===== src/rtl/reorder_buffer.sv =====
// In-order retirement buffer: a circular queue of in-flight instructions that
// retires one ready entry per cycle and flushes everything when a branch turns out mispredicted.
module reorder_buffer #(
    parameter int unsigned ROB_INDEX_BIT = 3
) (
    input  logic                     clk_in,
    input  logic                     rst_in,
    input  logic                     rdy_in,
    input  logic                     issue_valid,
    input  logic [1:0]               issue_type,
    input  logic [4:0]               issue_rd,
    input  logic [31:0]              issue_pc,
    input  logic                     issue_pred_taken,
    input  logic                     issue_ready,
    input  logic [31:0]              issue_value,
    output logic [ROB_INDEX_BIT-1:0] issue_rob_id,
    output logic                     full,
    input  logic                     wb_valid,
    input  logic [ROB_INDEX_BIT-1:0] wb_rob_id,
    input  logic [31:0]              wb_value,
    input  logic                     wb_taken,
    input  logic [31:0]              wb_target,
    input  logic [ROB_INDEX_BIT-1:0] qry_id1,
    input  logic [ROB_INDEX_BIT-1:0] qry_id2,
    output logic                     qry_ready1,
    output logic                     qry_ready2,
    output logic [31:0]              qry_value1,
    output logic [31:0]              qry_value2,
    output logic [4:0]               commit_rd,
    output logic [31:0]              commit_value,
    output logic [ROB_INDEX_BIT-1:0] commit_rob_id,
    output logic                     store_commit,
    output logic [ROB_INDEX_BIT-1:0] store_rob_id,
    output logic                     clear,
    output logic [31:0]              clear_pc
);
    localparam int unsigned DEPTH = 1 << ROB_INDEX_BIT;
    localparam int unsigned CW    = ROB_INDEX_BIT + 1;

    localparam logic [1:0] TYPE_REG = 2'd0;
    localparam logic [1:0] TYPE_BR  = 2'd1;
    localparam logic [1:0] TYPE_ST  = 2'd2;

    typedef struct packed {
        logic [1:0]  kind;
        logic [4:0]  rd;
        logic [31:0] pc;
        logic        pred_taken;
        logic [31:0] value;
        logic        taken;
        logic [31:0] target;
    } entry_t;

    entry_t                   entries [DEPTH];
    logic [DEPTH-1:0]         valid;
    logic [DEPTH-1:0]         ready;
    logic [ROB_INDEX_BIT-1:0] head;
    logic [ROB_INDEX_BIT-1:0] tail;
    logic [CW-1:0]            count;

    entry_t head_entry;
    logic   commit_fire;
    logic   mispredict;
    logic   issue_fire;
    logic   wb_fire;
    logic   bypass1;
    logic   bypass2;

    assign full         = (count == CW'(DEPTH));
    assign issue_rob_id = tail;

    // Retire/flush decisions use only state sampled before this edge.
    always_comb begin
        head_entry  = entries[head];
        commit_fire = (count != '0) && ready[head] && !clear;
        mispredict  = commit_fire && (head_entry.kind == TYPE_BR) &&
                      (head_entry.taken != head_entry.pred_taken);
        issue_fire  = issue_valid && !full && !clear && !mispredict;
        wb_fire     = wb_valid && valid[wb_rob_id] && !clear && !mispredict;
    end

    // Operand lookup with same-cycle writeback forwarding.
    assign bypass1    = wb_valid && (wb_rob_id == qry_id1);
    assign bypass2    = wb_valid && (wb_rob_id == qry_id2);
    assign qry_ready1 = ready[qry_id1] || bypass1;
    assign qry_ready2 = ready[qry_id2] || bypass2;
    assign qry_value1 = bypass1 ? wb_value : entries[qry_id1].value;
    assign qry_value2 = bypass2 ? wb_value : entries[qry_id2].value;

    always_ff @(posedge clk_in) begin
        if (rst_in) begin
            head          <= '0;
            tail          <= '0;
            count         <= '0;
            valid         <= '0;
            ready         <= '0;
            for (int i = 0; i < int'(DEPTH); i++) begin
                entries[i] <= '0;
            end
            commit_rd     <= '0;
            commit_value  <= '0;
            commit_rob_id <= '0;
            store_commit  <= 1'b0;
            store_rob_id  <= '0;
            clear         <= 1'b0;
            clear_pc      <= '0;
        end else if (rdy_in) begin
            commit_rd    <= '0;
            store_commit <= 1'b0;
            clear        <= 1'b0;
            if (mispredict) begin
                // Branch retires (link write still happens), everything younger is discarded.
                head          <= '0;
                tail          <= '0;
                count         <= '0;
                valid         <= '0;
                ready         <= '0;
                clear         <= 1'b1;
                clear_pc      <= head_entry.taken ? head_entry.target : head_entry.pc + 32'd4;
                commit_rd     <= head_entry.rd;
                commit_value  <= head_entry.value;
                commit_rob_id <= head;
            end else begin
                if (wb_fire) begin
                    ready[wb_rob_id]          <= 1'b1;
                    entries[wb_rob_id].value  <= wb_value;
                    entries[wb_rob_id].taken  <= wb_taken;
                    entries[wb_rob_id].target <= wb_target;
                end
                if (issue_fire) begin
                    entries[tail] <= '{kind: issue_type, rd: issue_rd, pc: issue_pc,
                                       pred_taken: issue_pred_taken, value: issue_value,
                                       taken: 1'b0, target: 32'd0};
                    valid[tail]   <= 1'b1;
                    ready[tail]   <= issue_ready;
                    tail          <= tail + ROB_INDEX_BIT'(1);
                end
                if (commit_fire) begin
                    valid[head] <= 1'b0;
                    ready[head] <= 1'b0;
                    head        <= head + ROB_INDEX_BIT'(1);
                    case (head_entry.kind)
                        TYPE_REG, TYPE_BR: begin
                            commit_rd     <= head_entry.rd;
                            commit_value  <= head_entry.value;
                            commit_rob_id <= head;
                        end
                        TYPE_ST: begin
                            store_commit <= 1'b1;
                            store_rob_id <= head;
                        end
                        default: ;
                    endcase
                end
                count <= count + CW'(issue_fire) - CW'(commit_fire);
            end
        end
    end
endmodule


===== config.mk =====
export PLATFORM = sky130hd
export DESIGN_NAME = reorder_buffer
export DESIGN_NICKNAME = d
export VERILOG_FILES = /design/src/rtl/reorder_buffer.sv
export SDC_FILE = /design/constraint.sdc
export NUM_CORES = 2
export LEC_CHECK = 0
export ABC_AREA = 1
export CORE_MARGIN = 2
export CORE_UTILIZATION = 50
export CTS_CLUSTER_SIZE = 25
export DETAILED_ROUTE_END_ITERATION = 8
export HOLD_SLACK_MARGIN = 0.12
export PLACE_DENSITY_LB_ADDON = 0.08
export SLEW_MARGIN = 25
export SYNTH_ARGS = -nofsm -noshare
export SYNTH_HDL_FRONTEND = slang
export SYNTH_SLANG_ARGS = --single-unit

===== constraint.sdc =====
create_clock -name clk_in -period 3.5 [get_ports clk_in]
set_input_delay 0.525 -clock clk_in [delete_from_list [all_inputs] [get_ports clk_in]]
set_output_delay 0.525 -clock clk_in [all_outputs]
set_load 0.01 [all_outputs]

==> out/metrics.csv <==
metric;value;unit
wl;181;mm
gp_congestion;0.912;
maxSlewHeadroom;38.1;%
postSynthAreaPerCell;7.89;sq um
row_count;114;
start_util;50.6;%
fp.dieH;317;um
hold-worst-slack;0.450;ns
cts-root-buf;clkbuf_16;
fin_area;57100;sq um
worstHoldPathCells;2;
yosysWarnings;0;
synth_cell_types;45;
cp-start-kind;input pin;
drt_iter0_markers;5822;
irDropWorstVdd;0.000359;V
timing_hold_violations_final;0;
port_buffers;298;
drcViolationCount;0;
grt_max_degree;103;
crit_type;input pin to output pin;
top_layer;met5;
ios;299;
tns;0;ns
die_w;317;um
setup_viol;0;
tightestPinTransition;0.928;ns
p_int;19100;uW
grt_usage;35.2;%
synth.yosys.seq_area_share;50.3;%
sw_frac_of_total;25.7;%
clockBufferDepth;3;
path_max_fanout;44;
power_density;451;nW/um^2
cap_violations;0;
synth_area;49100;sq um
grt_overflow;0;
drv_slew;0;
postSynthNetCount;6384;
dr_wl_met3;19.9;mm
synthFlopType;edfxtp_1;
seq_power_share;47.3;%
synth.most_common_cell;nand2_1;
synth_cells;6222;
syn_to_final_growth;16.4;%
max_freq;291;MHz
wl_per_cell;23.5;um
route.met2.wl;81.7;mm
clock-sinks;946;
r2r_cells;18;
ys_seq_elements;946;
coreArea;97000;sq um
period_needed;3.44;ns
finalWorstSetupSlack;0.0587;ns
drive_gt1_share;6.85;%
hp-class;flip-flop to flip-flop;
synthArstFlopShare;0;%
grt_pass1_vias;43200;
post_dp_cell_area;53700;sq um
antenna_found_initial;5;
required;2.97;ns
fillers;8710;
switching_power;6630;uW
yosysTopAreaCell;edfxtp_1;
pre_cts_slack;0.0484;ns
yosys-top-cells-count;nand2_1, o21ai_0, inv_1, a21oi_1, edfxtp_1;
status;complete, no violations;
endpoint_kind;output pin;
fin_crit_sh;98.3;%
layout.nets;6481;
pwr-share-clk;42.4;%
final_antenna_net_count;0;
rsz0062_at_grt;no;
drt_pass1_iterations;8;
cts_buffers;104;
p_comb_share;10.3;%
cts_tree;built;
power.leakage;0.0216;uW
synth.area.top_cells;edfxtp_1, dfxtp_1, nand2_1;
clk_latency;0.71;ns
h-tree-depth;3;
synth_edf_count;576;
cts_setup_buffers;0;
wl_met1;70.7;mm
cts.clk_slew.worst_paths;0.06;ns
hpwl;111;mm
vias;46400;
synth_top_area_share;35.2;%
via_per_inst;6.04;
arrival;2.92;ns
die_area;101000;sq um
finClkSkew;0.0271;ns
grt_pass1_wl;268;mm
-- stage by stage --
stage	power (uW)	utilization, %	instances
2_1_floorplan	13800	-	6222
3_3_place_gp	15000	55.4	7489
3_5_place_dp	15000	55.4	7489
4_1_cts	25800	58.9	7683
5_1_grt	26500	58.9	7684
6_report	25800	58.9	7685
-- worst max-delay path: stages --
cell and delay [ns]:
clkdlybuf4s50_1 0.50, inv_2 0.17, o22ai_1 0.10, a21oi_1 0.25, o2111ai_4 0.16, buf_12 0.23
buf_12 0.18, o21ai_0 0.20, clkdlybuf4s50_1 0.58
-- flip-flops by register name, indices dropped and copies added (netlist names), named ones only --
name and flops:
clear 1, clear_pc 32, commit_rd 5, commit_rob_id 3, commit_value 32, count 4
entries 840, head 3, issue_rob_id 3, ready 8, store_commit 1, store_rob_id 3
valid 8
-- routing by layer --
metal / GRT usage (%) / vias up
met3: 7.35 / 534
met2: 55.8 / 2809
met4: 15.6 / 6
li1: - / 21300
met1: 46.5 / 21800
met5: 0 / -
-- cell type report --
type	count	area [sq um]	share of cell area [%]
clock inverter	50	478	0.837
multi-input combinational	4006	19500	34.2
antenna	2	5.00	0.00876
clock buffer	144	2910	5.08
inverter	786	2970	5.20
sequential	946	24700	43.3
tap	1276	1600	2.79
timing repair buffer	475	4940	8.65
-- cell families after synthesis --
kind of cell,Yosys count,synth area share (%)
AO/OA/AOI/OAI,2012,22.3
XOR/XNOR,11,0.196
adder cells (fa/ha/maj),10,0.270
buffers and inverters,1270,10.4
flip-flops,946,50.3
AND/OR/NAND/NOR,1973,16.5
-- cell usage in the layout, fill, tap and decap left out, types with 5 or more instances in the layout --
master | netlist | final
a21oi_1 | 586 | 586
a221oi_1 | 9 | 9
a31oi_1 | 59 | 59
buf_12 | 0 | 50
buf_4 | 23 | 126
bufinv_16 | 0 | 5
clkbuf_1 | 254 | 27
clkbuf_16 | 0 | 106
clkbuf_8 | 0 | 11
clkdlybuf4s50_1 | 0 | 292
clkinv_1 | 35 | 53
clkinv_2 | 2 | 21
dfxtp_1 | 370 | 367
edfxtp_1 | 576 | 576
ha_1 | 9 | 9
inv_1 | 728 | 724
inv_2 | 21 | 19
nand2_1 | 1118 | 1103
nand2_2 | 8 | 15
nand2_4 | 4 | 12
nand3_1 | 325 | 319
nand3_4 | 2 | 10
nand4_1 | 11 | 11
nor2_1 | 463 | 461
nor2_2 | 10 | 11
nor2_4 | 4 | 5
nor3_1 | 13 | 13
o211ai_1 | 153 | 153
o21ai_0 | 755 | 754
o21ai_1 | 186 | 186
o21ai_2 | 10 | 10
o221ai_1 | 7 | 7
o22ai_1 | 238 | 238
xor2_1 | 8 | 8
-- what timing repair did --
action | in CTS | in global routing
hold buffers | 0 | 0
gates resized for setup | 0 | 4
endpoints found under the hold margin | 0 | 0
endpoints found under the setup margin | 0 | 4
-- power by group through the flow --
| stage | Combinational [uW] | Sequential [uW] | Clock (uW) |
|---|---|---|---|
| after global placement | 2580 | 12400 | 0 |
| final | 2660 | 12200 | 10900 |
| after floorplan | 1390 | 12400 | 0 |
| after detailed placement | 2590 | 12400 | 0 |
| after CTS | 2610 | 12200 | 11000 |
| after global routing | 2840 | 12200 | 11400 |
-- worst paths after layout --
kind | slack, ns | from | to
worst max-delay path | 0.06 | wb_rob_id[0] | qry_value1[21]
worst min-delay path | 0.45 | entries[0][31]$_SDFFE_PP0P_ | entries[0][31]$_SDFFE_PP0P_
worst max register to register | 0.24 | flip-flop | clear_pc[20]$_SDFFE_PP0P_
worst min register to register | 0.45 | entries[0][31]$_SDFFE_PP0P_ | entries[0][31]$_SDFFE_PP0P_
(Power assumes the default switching activity.)
